`config.mk`:
```
export PLATFORM = sky130hd
export DESIGN_NAME = fp_mul_pipe
export DESIGN_NICKNAME = d
export VERILOG_FILES = /design/src/rtl/fp_pkg.sv /design/src/rtl/fp_mant_mul.sv /design/src/rtl/fp_mul_pipe.sv
export SDC_FILE = /design/constraint.sdc
export NUM_CORES = 2
export LEC_CHECK = 0
export ABC_AREA = 0
export CAP_MARGIN = 30
export CORE_MARGIN = 5
export CORE_UTILIZATION = 46
export DETAILED_ROUTE_END_ITERATION = 12
export PLACE_DENSITY = 0.69
export SETUP_SLACK_MARGIN = 0.4
export SLEW_MARGIN = 20
export SYNTH_ARGS = -nofsm -noshare
export SYNTH_HDL_FRONTEND = slang
export SYNTH_SLANG_ARGS = --single-unit
```
`constraint.sdc`:
```
create_clock -name clk -period 24.1 [get_ports clk]
set_input_delay 6.025 -clock clk [delete_from_list [all_inputs] [get_ports clk]]
set_output_delay 6.025 -clock clk [all_outputs]
set_load 0.02 [all_outputs]
```
`src/rtl/fp_pkg.sv`:
```
// Shared definitions for the parametrised floating-point datapath:
// format helpers, operand classes, flag positions and the canonical quiet NaN.
package fp_pkg;

    typedef enum logic [2:0] {
        ZERO,
        NORM,
        INF,
        QNAN,
        SNAN
    } fp_class_t;

    localparam int FLG_INV = 3;
    localparam int FLG_OVF = 2;
    localparam int FLG_UNF = 1;
    localparam int FLG_NX  = 0;

    function automatic int fpWidth(input int expW, input int manW);
        return 1 + expW + manW;
    endfunction

    function automatic int fpBias(input int expW);
        return (1 << (expW - 1)) - 1;
    endfunction

    // Positive sign, all-ones exponent, only the mantissa MSB set; callers slice to their width.
    function automatic logic [63:0] fpQnan(input int expW, input int manW);
        logic [63:0] r;
        r = ((64'd1 << expW) - 64'd1) << manW;
        r = r | (64'd1 << (manW - 1));
        return r;
    endfunction

endpackage

```
`src/rtl/fp_mant_mul.sv`:
```
// Combinational unsigned significand multiplier, kept separate so a
// Dadda-tree implementation can replace it without touching the pipeline.
module fp_mant_mul #(
    parameter int N = 24
) (
    input  logic [N-1:0]   x_i,
    input  logic [N-1:0]   y_i,
    output logic [2*N-1:0] p_o
);

    assign p_o = {{N{1'b0}}, x_i} * {{N{1'b0}}, y_i};

endmodule

```
`src/rtl/fp_mul_pipe.sv`:
```
// Pipelined floating-point multiplier: operand register, then classify,
// multiply and normalise/round/pack stages, all advanced by one global enable.
module fp_mul_pipe
    import fp_pkg::*;
#(
    parameter int EXP_W = 8,
    parameter int MAN_W = 23,
    localparam int W    = fpWidth(EXP_W, MAN_W),
    localparam int BIAS = fpBias(EXP_W)
) (
    input  logic         clk,
    input  logic         rst,
    input  logic         in_valid,
    output logic         in_ready,
    input  logic [W-1:0] a,
    input  logic [W-1:0] b,
    output logic         out_valid,
    input  logic         out_ready,
    output logic [W-1:0] z,
    output logic [3:0]   flags
);

    localparam int SW = MAN_W + 1;
    localparam int PW = 2 * SW;
    localparam int EW = EXP_W + 2;
    localparam logic signed [EW-1:0] EXP_SAT   = EW'((1 << EXP_W) - 1);
    localparam logic [63:0]          QNAN_WIDE = fpQnan(EXP_W, MAN_W);
    localparam logic [W-1:0]         QNAN_Z    = QNAN_WIDE[W-1:0];

    function automatic fp_class_t classify(input logic [EXP_W-1:0] e, input logic [MAN_W-1:0] m);
        if (e == '0) return ZERO;
        if (e != '1) return NORM;
        if (m == '0) return INF;
        return m[MAN_W-1] ? QNAN : SNAN;
    endfunction

    logic en;
    logic outValid_q;
    logic [W-1:0] z_q;
    logic [3:0] flags_q;

    // A stalled output freezes every stage, so bubbles are held in place too.
    assign en        = !outValid_q || out_ready;
    assign in_ready  = en;
    assign out_valid = outValid_q;
    assign z         = z_q;
    assign flags     = flags_q;

    logic opValid_q;
    logic [W-1:0] opA_q, opB_q;

    always_ff @(posedge clk or posedge rst) begin
        if (rst) begin
            opValid_q <= 1'b0;
            opA_q     <= '0;
            opB_q     <= '0;
        end else if (en) begin
            opValid_q <= in_valid;
            opA_q     <= a;
            opB_q     <= b;
        end
    end

    logic [EXP_W-1:0] expA, expB;
    fp_class_t clsA, clsB;
    logic sign1, anyNan, anySnan, infZero, special1;
    logic signed [EW-1:0] exp1;
    logic [W-1:0] specZ1;
    logic [3:0] specF1;

    assign expA  = opA_q[W-2 -: EXP_W];
    assign expB  = opB_q[W-2 -: EXP_W];
    assign clsA  = classify(expA, opA_q[MAN_W-1:0]);
    assign clsB  = classify(expB, opB_q[MAN_W-1:0]);
    assign sign1 = opA_q[W-1] ^ opB_q[W-1];
    assign exp1  = EW'(expA) + EW'(expB) - EW'(BIAS);

    // Special operands are resolved here and ride the pipe to keep latency uniform.
    always_comb begin
        anyNan   = (clsA == QNAN) || (clsA == SNAN) || (clsB == QNAN) || (clsB == SNAN);
        anySnan  = (clsA == SNAN) || (clsB == SNAN);
        infZero  = ((clsA == INF) && (clsB == ZERO)) || ((clsA == ZERO) && (clsB == INF));
        special1 = 1'b1;
        specZ1   = '0;
        specF1   = '0;
        if (anyNan || infZero) begin
            specZ1          = QNAN_Z;
            specF1[FLG_INV] = anySnan || infZero;
        end else if ((clsA == INF) || (clsB == INF)) begin
            specZ1 = {sign1, {EXP_W{1'b1}}, {MAN_W{1'b0}}};
        end else if ((clsA == ZERO) || (clsB == ZERO)) begin
            specZ1 = {sign1, {(W-1){1'b0}}};
        end else begin
            special1 = 1'b0;
        end
    end

    logic s1Valid_q, s1Sign_q, s1Special_q;
    logic signed [EW-1:0] s1Exp_q;
    logic [SW-1:0] s1ManA_q, s1ManB_q;
    logic [W-1:0] s1SpecZ_q;
    logic [3:0] s1SpecF_q;

    always_ff @(posedge clk or posedge rst) begin
        if (rst) begin
            s1Valid_q   <= 1'b0;
            s1Sign_q    <= 1'b0;
            s1Special_q <= 1'b0;
            s1Exp_q     <= '0;
            s1ManA_q    <= '0;
            s1ManB_q    <= '0;
            s1SpecZ_q   <= '0;
            s1SpecF_q   <= '0;
        end else if (en) begin
            s1Valid_q   <= opValid_q;
            s1Sign_q    <= sign1;
            s1Special_q <= special1;
            s1Exp_q     <= exp1;
            s1ManA_q    <= {1'b1, opA_q[MAN_W-1:0]};
            s1ManB_q    <= {1'b1, opB_q[MAN_W-1:0]};
            s1SpecZ_q   <= specZ1;
            s1SpecF_q   <= specF1;
        end
    end

    logic [PW-1:0] prod2;

    fp_mant_mul #(.N(SW)) uMantMul (
        .x_i(s1ManA_q),
        .y_i(s1ManB_q),
        .p_o(prod2)
    );

    logic s2Valid_q, s2Sign_q, s2Special_q;
    logic signed [EW-1:0] s2Exp_q;
    logic [PW-1:0] s2Prod_q;
    logic [W-1:0] s2SpecZ_q;
    logic [3:0] s2SpecF_q;

    always_ff @(posedge clk or posedge rst) begin
        if (rst) begin
            s2Valid_q   <= 1'b0;
            s2Sign_q    <= 1'b0;
            s2Special_q <= 1'b0;
            s2Exp_q     <= '0;
            s2Prod_q    <= '0;
            s2SpecZ_q   <= '0;
            s2SpecF_q   <= '0;
        end else if (en) begin
            s2Valid_q   <= s1Valid_q;
            s2Sign_q    <= s1Sign_q;
            s2Special_q <= s1Special_q;
            s2Exp_q     <= s1Exp_q;
            s2Prod_q    <= prod2;
            s2SpecZ_q   <= s1SpecZ_q;
            s2SpecF_q   <= s1SpecF_q;
        end
    end

    logic [PW-2:0] prodN;
    logic signed [EW-1:0] expN, expR;
    logic [MAN_W-1:0] manT, manF;
    logic [MAN_W:0] manR;
    logic guardBit, stickyBit, roundUp;
    logic [W-1:0] z_d;
    logic [3:0] flags_d;

    // prodN drops the leading one, so its top MAN_W bits are the kept mantissa.
    always_comb begin
        prodN     = s2Prod_q[PW-1] ? s2Prod_q[PW-2:0] : {s2Prod_q[PW-3:0], 1'b0};
        expN      = s2Exp_q + EW'(s2Prod_q[PW-1]);
        manT      = prodN[PW-2 -: MAN_W];
        guardBit  = prodN[MAN_W];
        stickyBit = |prodN[MAN_W-1:0];
        roundUp   = guardBit && (stickyBit || manT[0]);
        manR      = {1'b0, manT} + (MAN_W+1)'(roundUp);
        expR      = expN + EW'(manR[MAN_W]);
        manF      = manR[MAN_W] ? '0 : manR[MAN_W-1:0];
        z_d       = {s2Sign_q, expR[EXP_W-1:0], manF};
        flags_d   = '0;
        flags_d[FLG_NX] = guardBit || stickyBit;
        if (s2Special_q) begin
            z_d     = s2SpecZ_q;
            flags_d = s2SpecF_q;
        end else if (expR >= EXP_SAT) begin
            z_d              = {s2Sign_q, {EXP_W{1'b1}}, {MAN_W{1'b0}}};
            flags_d          = '0;
            flags_d[FLG_OVF] = 1'b1;
            flags_d[FLG_NX]  = 1'b1;
        end else if (expR[EW-1] || (expR == '0)) begin
            z_d              = {s2Sign_q, {(W-1){1'b0}}};
            flags_d          = '0;
            flags_d[FLG_UNF] = 1'b1;
            flags_d[FLG_NX]  = 1'b1;
        end
    end

    always_ff @(posedge clk or posedge rst) begin
        if (rst) begin
            outValid_q <= 1'b0;
            z_q        <= '0;
            flags_q    <= '0;
        end else if (en) begin
            outValid_q <= s2Valid_q;
            z_q        <= z_d;
            flags_q    <= flags_d;
        end
    end

endmodule

```
==> metrics.log <==
INFO  metric cp.buffers_inverters = 4
INFO  metric n_fill_cell = 6014
INFO  metric layout_worst_path_cycle_share = 0.613
INFO  metric async_reset_ff_frac = 1.00
INFO  metric synth.most_common_cell = nand2_1
INFO  metric drt_pre_antenna_iters = 5
INFO  metric cts_resized = 0
INFO  metric seq_area_frac_synth = 0.198
INFO  metric synth_edf_count = 0
INFO  metric clk_latency = 0.55 ns
INFO  metric crit_path_top_delay_cell = clkdlybuf4s50_1
INFO  metric regToRegSetupSlack = 16.39 ns
INFO  metric post_route_cells_drive_above_1_share = 0.0320
INFO  metric worst_path_largest_cell_delay = 0.71 ns
INFO  metric cp_top_family = buffers and inverters
INFO  metric setup_viol_count_final = 0
INFO  metric worst_slew_margin_rel = 0.314
INFO  metric detail-route-antenna-nets = 0
INFO  metric grt_antenna_before_repair = 1
INFO  metric worstPathArrival = 8.75 ns
INFO  metric route.vias.total = 21700
INFO  metric cts_max_path_buffers = 3
INFO  metric cts-hold-fix-buffers = 0
INFO  metric cts_post_setup_buffers_inserted = 0
INFO  metric grt_remaining_overflow = 0
INFO  metric die-width = 262 um
INFO  metric critical_path.startpoint_type = input pin
INFO  metric cts_tree = yes
INFO  metric startpoint = out_ready
INFO  metric clk_pin_slew_worst_paths = 0.06 ns
INFO  metric crit_path_frequent_cell = clkdlybuf4s50_1
INFO  metric numPortBuffers = 105
INFO  metric fin_area = 0.0320 mm^2
INFO  metric dp.final_hpwl = 53500 um
INFO  metric worst_r2r_startpoint = s1ManB_q[2]
INFO  metric maxSlewViolCount = 0
INFO  metric detail_route.iter0.violations = 1342
INFO  metric min-delay-start = s2SpecZ_q[22]
INFO  metric criticalPathCategory = in -> out
INFO  metric end_kind = output pin
INFO  metric final_net_count = 4068
INFO  metric worstMarginPinSlew = 1.03 ns
INFO  metric outcome = completed
INFO  metric min_path_type = reg -> reg
INFO  metric yosysUniqueCellTypes = 72
INFO  metric synthesis.nets = 4052
INFO  metric dieArea = 0.0687 mm^2
INFO  metric synth_top_area_cell = fa_1
INFO  metric worstPathCellList = clkdlybuf4s50_1 -> nor2b_4 -> buf_12 -> inv_6 -> clkdlybuf4s50_1
INFO  metric htree_num_levels = 1
INFO  metric syn_area = 0.0293 mm^2
INFO  metric number_of_placed_instances_with_taps_included = 4139
INFO  metric overall_die_height = 262 um
INFO  metric first_global_vias = 22200
INFO  metric max_capacitance_violation_count = 0
INFO  metric period_needed = 14.78 ns
INFO  metric synth_warnings = 0
INFO  metric grt_usage = 0.217
INFO  metric drt-total-wl = 73200 um
INFO  metric hold_path_end = s2SpecZ_q[22]
INFO  metric count_of_pins_on_the_block_boundary = 106
INFO  metric drt-vias-per-instance = 5.19
INFO  metric initial_utilization = 0.464
INFO  metric layout-area-overhead-vs-synth = 9.36%
INFO  metric synthFlopType = dfrtp_1
INFO  metric placed_area = 0.0311 mm^2
INFO  metric floorplan.core_area = 0.0631 mm^2
INFO  metric fmax = 0.0677 GHz
INFO  metric postSynthRegisterBits = 231
INFO  metric grt_start_max_net_pins = 216
INFO  metric antenna_cells = 0
INFO  metric grt_setup_unrepaired = no
INFO  metric clock-sinks = 231
INFO  metric worstPathMaxFanout = 215
INFO  metric placement_rows = 92
INFO  metric ctsRootBufferMaster = clkbuf_16
INFO  metric synth.top_cells.by_area = fa_1, dfrtp_1, nand2_1
INFO  metric cts_buffers = 27
INFO  metric r2r-end = s2Prod_q[47]
INFO  metric postSynthCellCount = 3308
INFO  metric hold_violations = 0
INFO  metric drcViolationCount = 0
INFO  metric avgRoutedWirePerCell = 17.5 um
INFO  metric timing.clock.skew = 0.0157 ns
INFO  metric critical_path_required = 18.07 ns
INFO  metric min_path_cells = 2
INFO  metric finish.cell_count_without_fillers = 4186
INFO  metric synth_largest_type_area_fraction = 0.331
INFO  metric total_negative_setup_slack = 0 ns
INFO  metric global_route_wire_length_before_repair = 120000 um
INFO  metric rr_worst_depth = 24
INFO  metric post_synth.cell_area_avg = 8.84 um^2
INFO  metric gp_routability_congestion = 0.893
INFO  metric synth.cells.most_frequent = nand2_1, inv_1, fa_1
==> layer usage <==
layer	up-vias	GRT usage	wire length, um
li1	10100	-	-
met1	10900	0.303	31300
met2	642	0.365	35200
met3	127	0.0280	4520
met4	0	0.0545	2160
met5	-	0	0
==> sequential cells by signal, indices dropped and copies added, names as in the netlist, 3 cells and up <==
signal and cells:
s2SpecZ_q 3, s1Exp_q 10, s2Exp_q 10, opA_q 32, s1SpecZ_q 3, z 32
flags 4, s1ManA_q 24, s2Prod_q 48, opB_q 32, s1ManB_q 23
==> cell families after synthesis <==
family	Yosys count	synth area share
XOR/XNOR	88	0.0263
flip-flops	231	0.198
AND/OR/NAND/NOR	1293	0.203
adder cells (fa/ha/maj)	676	0.413
buffers and inverters	737	0.0953
multiplexers	13	0.00458
AO/OA/AOI/OAI	270	0.0598
==> metrics by stage <==
step | setup WS [ns] | hold WS, ns | utilization
after global routing | 9.27 | 0.481 | 0.507
after floorplan | 11.09 | 0.430 | -
after detailed placement | 9.49 | 0.450 | 0.493
after global placement | 9.48 | 0.447 | 0.493
final | 9.32 | 0.460 | 0.507
after CTS | 9.48 | 0.464 | 0.507
==> layout make-up <==
cell class / count / area, um^2 / area share
timing repair buffer: 155 / 1480 / 0.0463
sequential: 231 / 5780 / 0.181
clock buffer: 41 / 788 / 0.0246
inverter: 569 / 2150 / 0.0671
clock inverter: 4 / 41.3 / 0.00129
multi-input combinational: 2340 / 20700 / 0.647
tap: 846 / 1060 / 0.0331
==> worst register-to-register path, cell delays in order (launching register included) <==
cell,delay (ns)
dfrtp_1,1.02
and2_1,0.27
fa_1,0.44
fa_1,0.56
inv_1,0.06
fa_1,0.53
inv_1,0.05
fa_1,0.50
inv_1,0.06
fa_1,0.52
inv_1,0.06
fa_1,0.48
inv_1,0.05
fa_1,0.47
inv_1,0.04
ha_1,0.38
nand4_1,0.17
nor3_1,0.27
nand3_1,0.18
a21oi_1,0.41
o211ai_1,0.20
a21oi_1,0.19
nor3_1,0.12
or4_1,0.52
nand3_1,0.09
==> cells in the final DEF (no fill, tap or decap), drive strengths merged, types with 17 or more instances in the layout <==
cell             n
nor4            20
a21oi           98
xor2            37
clkdlybuf4s50  105
nand4           23
dfrtp          231
inv            570
a21o            25
and2           290
ha             192
buf             50
xnor2           51
a22o            21
fa             484
nand3           33
and3            17
nor2            81
clkbuf          41
nand2          778
o21ai           58
==> how the worst max path moves through the flow <==
stage / endpoint / cells past startpoint
finish: in_ready / 5
global route: in_ready / 5
CTS: in_ready / 5
detailed placement: in_ready / 5
global placement: in_ready / 5
floorplan: in_ready / 5
Power is left out: the tool's default activity adds up to more than one toggle a clock period on the data nets, which glitch-free logic cannot reach.
